`src/rtl/xalu_nibble_seq.sv`:
```
// xalu_nibble_seq: runs a 4-bit ALU slice once per nibble to build a NIBBLES*4-bit result and word flags
module xalu_nibble_seq #(
  parameter int NIBBLES = 4
) (
  input  logic                 clk,
  input  logic                 rst,
  input  logic                 start,
  input  logic [2:0]           op,
  input  logic                 com,
  input  logic [4*NIBBLES-1:0] a,
  input  logic [4*NIBBLES-1:0] b,
  input  logic                 cin,
  output logic                 busy,
  output logic                 done,
  output logic [4*NIBBLES-1:0] result,
  output logic                 cout,
  output logic                 zero,
  output logic                 neg_zero,
  output logic                 equ,
  output logic [3:0]           sl_a,
  output logic [3:0]           sl_b,
  output logic [2:0]           sl_f,
  output logic                 sl_ci_right,
  output logic                 sl_ci_left,
  output logic                 sl_com,
  input  logic [3:0]           sl_d,
  input  logic                 sl_co_left,
  input  logic                 sl_co_right,
  input  logic                 sl_equ
);
  localparam int W = 4 * NIBBLES;
  localparam int KW = $clog2(NIBBLES);
  typedef enum logic [1:0] {IDLE, RUN, DONE} state_t;
  state_t state;
  logic [W-1:0] ra, rb, acc, acc_nxt;
  logic [2:0] rop;
  logic rcom, rcin, carry, eq_acc;
  logic [KW-1:0] k, idx;
  logic run, shr, last, ci, co;
  always_comb begin
    run = state == RUN;
    shr = rop == 3'd6;
    idx = shr ? KW'(NIBBLES - 1) - k : k;
    last = k == KW'(NIBBLES - 1);
    ci = k == '0 ? rcin : carry;
    co = shr ? sl_co_right : sl_co_left;
    acc_nxt = acc;
    acc_nxt[{idx, 2'b00} +: 4] = sl_d;
    sl_a = run ? ra[{idx, 2'b00} +: 4] : '0;
    sl_b = run ? rb[{idx, 2'b00} +: 4] : '0;
    sl_f = run ? rop : '0;
    sl_com = run & rcom;
    sl_ci_right = run & ~shr & ci;
    sl_ci_left = run & shr & ci;
  end
  always_ff @(posedge clk) begin
    if (rst) begin
      state <= IDLE;
      busy <= 1'b0;
      done <= 1'b0;
      result <= '0;
      cout <= 1'b0;
      zero <= 1'b0;
      neg_zero <= 1'b0;
      equ <= 1'b0;
      ra <= '0;
      rb <= '0;
      rop <= '0;
      rcom <= 1'b0;
      rcin <= 1'b0;
      acc <= '0;
      k <= '0;
      carry <= 1'b0;
      eq_acc <= 1'b0;
    end else begin
      case (state)
        IDLE: if (start) begin
          ra <= a;
          rb <= b;
          rop <= op;
          rcom <= com;
          rcin <= cin;
          acc <= '0;
          k <= '0;
          carry <= 1'b0;
          eq_acc <= 1'b1;
          busy <= 1'b1;
          state <= RUN;
        end
        RUN: begin
          acc <= acc_nxt;
          carry <= co;
          eq_acc <= eq_acc & sl_equ;
          k <= k + 1'b1;
          // publish the whole word at once so result never shows a partial value
          if (last) begin
            result <= acc_nxt;
            cout <= co;
            zero <= acc_nxt == '0;
            neg_zero <= &acc_nxt;
            equ <= eq_acc & sl_equ;
            done <= 1'b1;
            state <= DONE;
          end
        end
        DONE: begin
          done <= 1'b0;
          busy <= 1'b0;
          state <= IDLE;
        end
        default: state <= IDLE;
      endcase
    end
  end
endmodule

```
`config.mk`:
```
export PLATFORM = sky130hd
export DESIGN_NAME = xalu_nibble_seq
export DESIGN_NICKNAME = d
export VERILOG_FILES = /design/src/rtl/xalu_nibble_seq.sv
export SDC_FILE = /design/constraint.sdc
export NUM_CORES = 1
export LEC_CHECK = 0
export ABC_AREA = 1
export CAP_MARGIN = 5
export CORE_MARGIN = 10
export CORE_UTILIZATION = 45
export CTS_CLUSTER_DIAMETER = 120
export CTS_CLUSTER_SIZE = 28
export DETAILED_ROUTE_END_ITERATION = 8
export MAX_ROUTING_LAYER = met4
export PLACE_DENSITY = 0.78
export SLEW_MARGIN = 20
export SYNTH_ARGS = -nofsm -noshare
export SYNTH_HDL_FRONTEND = slang
export SYNTH_SLANG_ARGS = --single-unit
```
`constraint.sdc`:
```
create_clock -name clk -period 3.54 [get_ports clk]
set_clock_uncertainty 0.1 [all_clocks]
set_input_delay 0.708 -clock clk [delete_from_list [all_inputs] [get_ports clk]]
set_output_delay 0.708 -clock clk [all_outputs]
set_load 0.01 [all_outputs]
```
Yosys cells after proc, flatten, opt, wreduce, memory -nomap -nowiden. Index checks and enable logic that the tools add are counted.

Register bits: 81. Latch bits: 0. Memory bits (writable): 0. Bits in read-only memories: 0. Input port bits: 47. Output and inout bits: 36. Word-level logic and storage cells: 71. Memories: 0.

Add/sub/neg operators: 3. Multiply operators: 0. Divide/modulo/power cells: 0. $lt $le $gt $ge: 0. Equal/unequal tests: 6. Shifts and indexed selects: 4. Multiplexer cells: 21. Bitwise logic cells: 7. Reduce and logical (&&, ||, !) cells: 13.

Operators by type and width (number): $pmux 16 s2 (1); $shiftx 16x5->4 (2); $bwmux 16 (1); $logic_not 16->1 (1); $mux 16 (1); $reduce_and 16->1 (1); $shift 4x6->16 const A (1); $shiftx 4x6->16 (1); $reduce_and 2->1 (6); $mux 2 (4); $mux 4 (2); $pmux 1 s2 (4); $pmux 2 s2 (2); $and 1x1->1 (6); $neg 4->6 (1); $reduce_bool 2->1 (3); $mux 1 (5); $eq 2x2->1 const B (2); $logic_not 2->1 (2); $eq 3x3->1 const B (1); $mux 3 (1); $add 2x1->2 const B (1); $eq 2x1->1 const B (1); $ne 2x1->1 const B (1); other kinds (3) (3).

Longest topological paths before layout. Gate-level depths: netlist (run 1).

Depth after elaboration: 6. Gate-level depth with buffers: 13. Gate-level depth less buffers: 12.

Worst setup path after synthesis (run 1). OpenSTA, ideal clock, no wires.

Path type: reg2out. From: register rop[2]. To: output port sl_a[0]. Arrival time: 1.354 ns. Required time: 2.732 ns. Setup slack: 1.378 ns. Cell stages (with the launch flop): 8. Buffers on the path: 1. Cells stage by stage: dfxtp_1 > nand3_2 > nand2_1 > nand2_2 > buf_6 > nor2_4 > a22oi_1 > a21oi_1.

Word-level cells in the longest chain between the ends: 4.

RTL lines: from (decl) (RTL line 36) `logic [2:0] rop;`; from (signal assigned) (RTL line 80) `rop <= op;`; $eq 3x3->1 (RTL line 42) `shr = rop == 3'd6;`; $mux 2 (RTL line 43) `idx = shr ? KW'(NIBBLES - 1) - k : k;`; $shiftx 16x5->4 (RTL line 49) `sl_a = run ? ra[{idx, 2'b00} +: 4] : '0;`; $mux 4 (RTL line 49); to (decl) (RTL line 20) `output logic [3:0] sl_a,`.

No other way between the ends.

Final worst setup path (run 1).
From: register rop[1]. To: output port sl_a[2].

Same word-level chain as after synthesis.

==> impl_results.md, run 1 <==
* Via count at 3697
* CTS buffer count at 9
* Global-route wire length before repair at 18500 um
* Critical R2R Capture: zero
* Rows at 32
* Synth area leader: dfxtp_1
* Core area at 7850 um^2
* CP Capture Type: output pin
* Top cell type's share of synthesized area at 0.440
* Worst R2R Path Depth at 10
* Final period utilization at 0.952
* H-tree Lvls at 3
* Startpoint types: flop
* Syn nets at a little under 600
* Power density cells at 408 nW/um^2
* Detailed placement HPWL at 8320 um
* Status: complete, no violations
* Gp weighted congestion at 0.957
* CP Data Required Time at 2.73 ns
* Setup TNS at 0 ns
* Min Hold Slack at 0.368 ns
* Clk_lat worst skew at between 0.3 and 0.4 ns
* Unique masters post-synth at 28
* Peak Freq at approximately 300 MHz
* Max-Cap Viols at 0
* IO Pins at 83
* Hold Vio Cnt, Final at 0
* Hold Path Class: reg -> reg
* Area of the die at 12200 um^2
* Share of layout cells above drive strength 1 at 0.0673
* Asr flop ratio synth at 0
* Vias in the first global route at 3556
* Minimum clock period at 3.37 ns
* Slew HR at 0.553
* Leading cell types in the layout, fill and taps excluded: nand2_1, nor2_1, clkdlybuf4s50_1
* RR Startpoint: k[0]
* R2R setup slack at around 1.4 ns
* Critical Path, Cell by Cell: nand2_1 -> nor2_2 -> nand2_1 -> nand2_2 -> nand2_4 -> inv_1 -> a22oi_1 -> a21oi_1 -> clkdlybuf4s50_1
* Leading cell type in the layout, fill and taps excluded: nand2_1
* Fin area at around 4700 um^2
* Post-Syn Area at 3680 um^2
* Die width at 110 um
* Post-Route WL at 11200 um
* CP max stage cell: clkdlybuf4s50_1
* Post-synth top flop: dfxtp_1
* GRT Util Overall at 0.183
* Worst Path Arrival at 2.56 ns
* Root Buffer: clkbuf_8
* Buffer depth of the longest clock path at 2
* Hold path depth at 2
* Violation count after the first detailed-route iteration at 292
* Pre-Repair DR Iteration Count at 5
* Post-CTS Setup Bufs at 0
* Vias/cell at 5.20
* Clock transition at path regs at 0.08 ns
* Area grow syn2layout at 28.7%
* IO Port Bufs at 82
* #FFs+latches synth at slightly above 80
* Remaining DRCs at 0
* Total gr overflow at 0
* ANT cells at 0
* Final-stage net count at 654
* DR WL/cell at between 15 and 20 um
* Clock sinks at 81
* Worst-margin pin slew at 0.669 ns
* Post-synth EDFFs at 0
* Mean cell area of the mapped netlist at a little under 7 um^2
* Most frequent CP cell: nand2_1
* CTS tree: done
* RSZ-0062 raised after global routing: false
* Crit Path Category: reg -> out
* Final Setup Violations at 0
* Antenna violations before repair at 0
* CTS Hold Bufs at 0
* Hold path endpoint: result[11]
* Pleak at between 1.5 and 2 nW
* Initial Utilization at 0.469
* Max stage delay on crit path at 0.57 ns
* Synth top area cells: dfxtp_1, nand2_1, nor2_1
* Synth Warn # at 0
* Hold Startpoint: result[11]
* Worst-path fanout max at 12
* Final Max Tran Viols at 0
* Worst vdd ir at ~260 uV
* # fillers at 770
* Seq/Total Area, Yosys at 0.440
* Largest net degree at the start of global routing at 48
* Final ANT Viol Nets at 0
* Post-Syn Instances at 530
* Post-DP Area at 4560 um^2
* Chip height at about 110 um
==> worst max-delay path by stage <==
stage | slack, ns | cells after the start | endpoint | from
finish | 0.17 | 9 | sl_a[2] | rop[1]
global route | 0.002 | 8 | sl_a[3] | rop[1]
CTS | 0.11 | 9 | sl_a[2] | rop[1]
detailed placement | 0.48 | 9 | sl_a[2] | rop[1]
global placement | 0.59 | 9 | sl_b[1] | rop[1]
floorplan | 1.38 | 7 | sl_a[0] | rop[2]
==> layer usage <==
layer / wire length, um / up-vias / GRT usage / share of wire
li1: - / 1872 / - / -
met1: 5290 / 1699 / 0.244 / 0.47
met4: 133 / 0 / 0.0570 / 0.012
met2: 5190 / 113 / 0.278 / 0.46
met5: 0 / - / - / 0
met3: 578 / 13 / 0.0281 / 0.052
==> timing repair <==
action	4_1_cts	5_1_grt
hold endpoints to repair	0	0
setup endpoints to repair	0	8
gates resized for setup	0	1
==> final cells by class <==
type | count | area (um^2) | area share
repair buffers | 88 | 866 | 0.183
flip-flops and latches | 81 | 1620 | 0.342
inverters | 38 | 146 | 0.0309
clock buffers | 11 | 141 | 0.0298
multi-input cells | 387 | 1810 | 0.381
well taps | 102 | 128 | 0.0269
clock inverters | 4 | 30.0 | 0.00634
==> synthesized netlist by cell type (2+ instances only) <==
| cell | number |
|---|---|
| inv_2 | 4 |
| nor2_1 | 95 |
| inv_1 | 33 |
| nand4_1 | 2 |
| nor2_2 | 2 |
| dfxtp_1 | 81 |
| nand2_1 | 117 |
| nand2_4 | 4 |
| nor2_4 | 2 |
| buf_6 | 3 |
| o21ai_0 | 54 |
| a21oi_1 | 37 |
| buf_1 | 4 |
| clkbuf_1 | 16 |
| o21ai_1 | 3 |
| ha_1 | 2 |
| nand3b_1 | 2 |
| nor3_1 | 2 |
| nand3_1 | 38 |
| a22oi_1 | 16 |
| mux2i_1 | 2 |
| nand2_2 | 5 |
==> metrics by stage <==
stage | cells | total power, W | util | setup slack [ns]
after CTS | 711 | 0.00194 | 0.603 | 0.111
after global routing | 711 | 0.00203 | 0.604 | 0.00223
after global placement | 696 | 0.00134 | 0.582 | 0.591
after floorplan | 530 | 0.00121 | - | 1.38
after detailed placement | 696 | 0.00135 | 0.582 | 0.484
final | 711 | 0.00193 | 0.604 | 0.168
==> worst max-delay path, delay by kind of cell, from the launching register on <==
kind / cells / cell delay [ns]
compound gates: 2 / 0.30
buf+inv: 2 / 0.83
simple gates: 5 / 0.66
flops: 1 / 0.42
==> power by group <==
part | internal, W | switching, W | leakage, nW
clock network | 0.000272 | 0.000332 | 0.0854
logic | 0.000134 | 0.000212 | 1.14
registers | 0.000956 | 0.0000285 | 0.663
total | 0.00136 | 0.000573 | 1.89
==> sequential cells by signal, summed over array words and instances, names as in the netlist, 2 cells and up <==
| signal | count |
|---|---|
| acc | 16 |
| ra | 16 |
| rb | 16 |
| result | 16 |
| rop | 3 |
| k | 2 |
| state | 2 |
==> cell families after synthesis <==
kind of cell | after synthesis | synth area share
buffers and inverters | 62 | 0.0697
multiplexers | 2 | 0.00544
flip-flops | 81 | 0.440
adder cells (fa/ha/maj) | 2 | 0.00679
AO/OA/AOI/OAI | 113 | 0.167
AND/OR/NAND/NOR | 270 | 0.311
Power figures use the tool's default switching activity.
==> run 2: changes to the inputs <==
--- a/config.mk
+++ b/config.mk
@@ -14,6 +14,7 @@
 export DETAILED_ROUTE_END_ITERATION = 8
 export MAX_ROUTING_LAYER = met4
 export PLACE_DENSITY = 0.78
+export RECOVER_POWER = 50
 export SLEW_MARGIN = 20
 export SYNTH_ARGS = -nofsm -noshare
 export SYNTH_HDL_FRONTEND = slang
==> run 2 against run 1 <==
Against the previous run:
- the flow now finishes with violations (capacitance limit, slew limit)
- critical path depth unchanged
- worst setup slack gained 0.0013 ns
- wire length about the same
- maximum frequency barely moved
- clock power barely moved
- register-to-register slack got worse by 0.05 ns
- total power hardly changed
- highest routed layer unchanged
==> impl_results.md, run 2 (synthesized netlist as in run 1, its figures left out) <==
* Critical Path, Cell by Cell: nand2_1 -> nor2_2 -> nand2_1 -> nand2_2 -> nand2_4 -> inv_1 -> a22oi_1 -> a21oi_1 -> clkdlybuf4s50_1
* Clock power frac at 0.313
* Internal power at 0.00136 W
* Pleak at 1.90 nW
* Violation count after the first detailed-route iteration at between 200 and 300
* Seq. cell area at 1620 um^2
* Clock transition at path regs at 0.08 ns
* Most frequent CP cell: nand2_1
* Setup TNS at 0 ns
* Worst-path fanout max at 12
* Leading cell types in the layout, fill and taps excluded: nand2_1, nor2_1, dfxtp_1
* ANT cells at 0
* IO Port Bufs at between 80 and 90
* CP max stage cell: clkdlybuf4s50_1
* DR WL/cell at 15.7 um
* Final ANT Viol Nets at 0
* RSZ-0062 raised after global routing: false
* Die width at 110 um
* Max-Cap Viols at 1
* Clk_lat worst skew at about 0.34 ns
* Antenna violations before repair at 0
* Power density cells at between 400 and 500 nW/um^2
* Multi-input gate area at approximately 1800 um^2
* GRT Util Overall at 0.183
* CP Capture Point: sl_a[2]
* Rows at 32
* Core area at 7850 um^2
* Worst setup margin at 0.170 ns
* Hold path depth at 2
* Remaining DRCs at 0
* Slew HR at -0.140
* RR Startpoint: k[0]
* Hold Path Class: reg -> reg
* Leading cell type in the layout, fill and taps excluded: nand2_1
* Failing checks: capacitance limit, slew limit
* Total gr overflow at 0
* Largest net degree at the start of global routing at 48
* Detailed placement HPWL at about 8300 um
* Share of layout cells above drive strength 1 at 0.0640
* Worst vdd ir at ~260 uV
* NetSw at between 0.0005 and 0.0006 W
* Final-stage net count at between 600 and 700
* Sw Ratio at 0.297
* Worst Path Arrival at 2.56 ns
* Hold Vio Cnt, Final at 0
* Global-route wire length before repair at ~19000 um
* R2R setup slack at 1.33 ns
* Post-Route WL at 11200 um
* Area of the die at 12200 um^2
* Gp weighted congestion at 0.957
* Critical path depth at 9
* Status: finished with violations
* Minimum clock period at ~3.4 ns
* Root Buffer: clkbuf_8
* Pre-Repair DR Iteration Count at 5
* CTS buffer count at 9
* Place WS at between 0.4 and 0.5 ns
* Final Setup Violations at 0
* Startpoint types: flop
* Critical Path Source: rop[1]
* Final period utilization at 0.952
* Total Power at 0.00193 W
* CP Data Required Time at approximately 2.7 ns
* Buffer depth of the longest clock path at 2
* Initial Utilization at 0.469
* Worst path buffer plus inverter count at 2
* IO Pins at 83
* Vias in the first global route at around 3600
* Clock sinks at 81
* Vias/cell at roughly 5.2
* CTS tree: done
* CTS Hold Bufs at 0
* Worst R2R Path Depth at 10
* CP Capture Type: output pin
* Crit Path Category: reg -> out
* Final Max Tran Viols at 48
* Via count at ~3700
* CP top delay family: buffers and inverters
* Area grow syn2layout at 28.5%
* H-tree Lvls at 3
* Peak Freq at 297 MHz
* Chip height at between 100 and 150 um
* Critical R2R Capture: zero
* Max stage delay on crit path at 0.57 ns
* Combinational Power Share at 0.178
* # fillers at 770
* Worst-margin pin slew at between 1.5 and 2 ns
* Final core occ at 0.603
* Reg power frac at 0.509
run 2: repair_timing:
action	CTS	global route
gates resized for setup	0	1
setup endpoints to repair	0	8
setup buffers	0	0
hold endpoints to repair	0	0
run 2: final cells by class:
class                           count  area share
Inverter                           38      0.0309
Timing Repair Buffer               88       0.181
Sequential cell                    81       0.343
Tap cell                          102      0.0270
Multi-Input combinational cell    387       0.382
Clock buffer                       11      0.0299
Clock inverter                      4     0.00635
run 2: how the worst min path moves through the flow:
stage               startpoint    endpoint  slack (ns)
floorplan                 rcom        rcom        0.33
global placement          rcom        rcom        0.34
detailed placement        rcom        rcom        0.35
CTS                       rcom        rcom        0.36
global route           acc[13]     acc[13]        0.38
finish              result[11]  result[11]        0.37
run 2: power by group through the flow:
stage                     combinational (W)  sequential (W)  clock (W)
after floorplan                    0.000213        0.000995          0
after global placement             0.000338         0.00100          0
after detailed placement           0.000343         0.00100          0
after CTS                          0.000345        0.000982   0.000614
after global routing               0.000385        0.000988   0.000655
final                              0.000345        0.000984   0.000606
run 2: metrics by stage:
stage,area (um^2),std cells,hold WS (ns)
3_5_place_dp,4560,696,0.351
3_3_place_gp,4560,696,0.339
2_1_floorplan,3680,530,0.331
5_1_grt,4730,711,0.385
6_report,4730,711,0.365
4_1_cts,4740,711,0.363
run 2: metal layers:
layer	GRT usage	vias to the layer above	share of wire
met4	0.0570	0	0.012
met1	0.244	1693	0.47
met5	-	-	0
met3	0.0281	15	0.054
met2	0.278	116	0.46
li1	-	1872	-
run 2: worst reg2reg max path, delay by kind of cell, from the launching register on:
family / cells / cell delay [ns]
flip-flops: 1 / 0.39
adder cells (fa/ha/maj): 1 / 0.40
AO/OA/AOI/OAI: 2 / 0.39
buffers and inverters: 3 / 0.38
AND/OR/NAND/NOR: 4 / 0.39
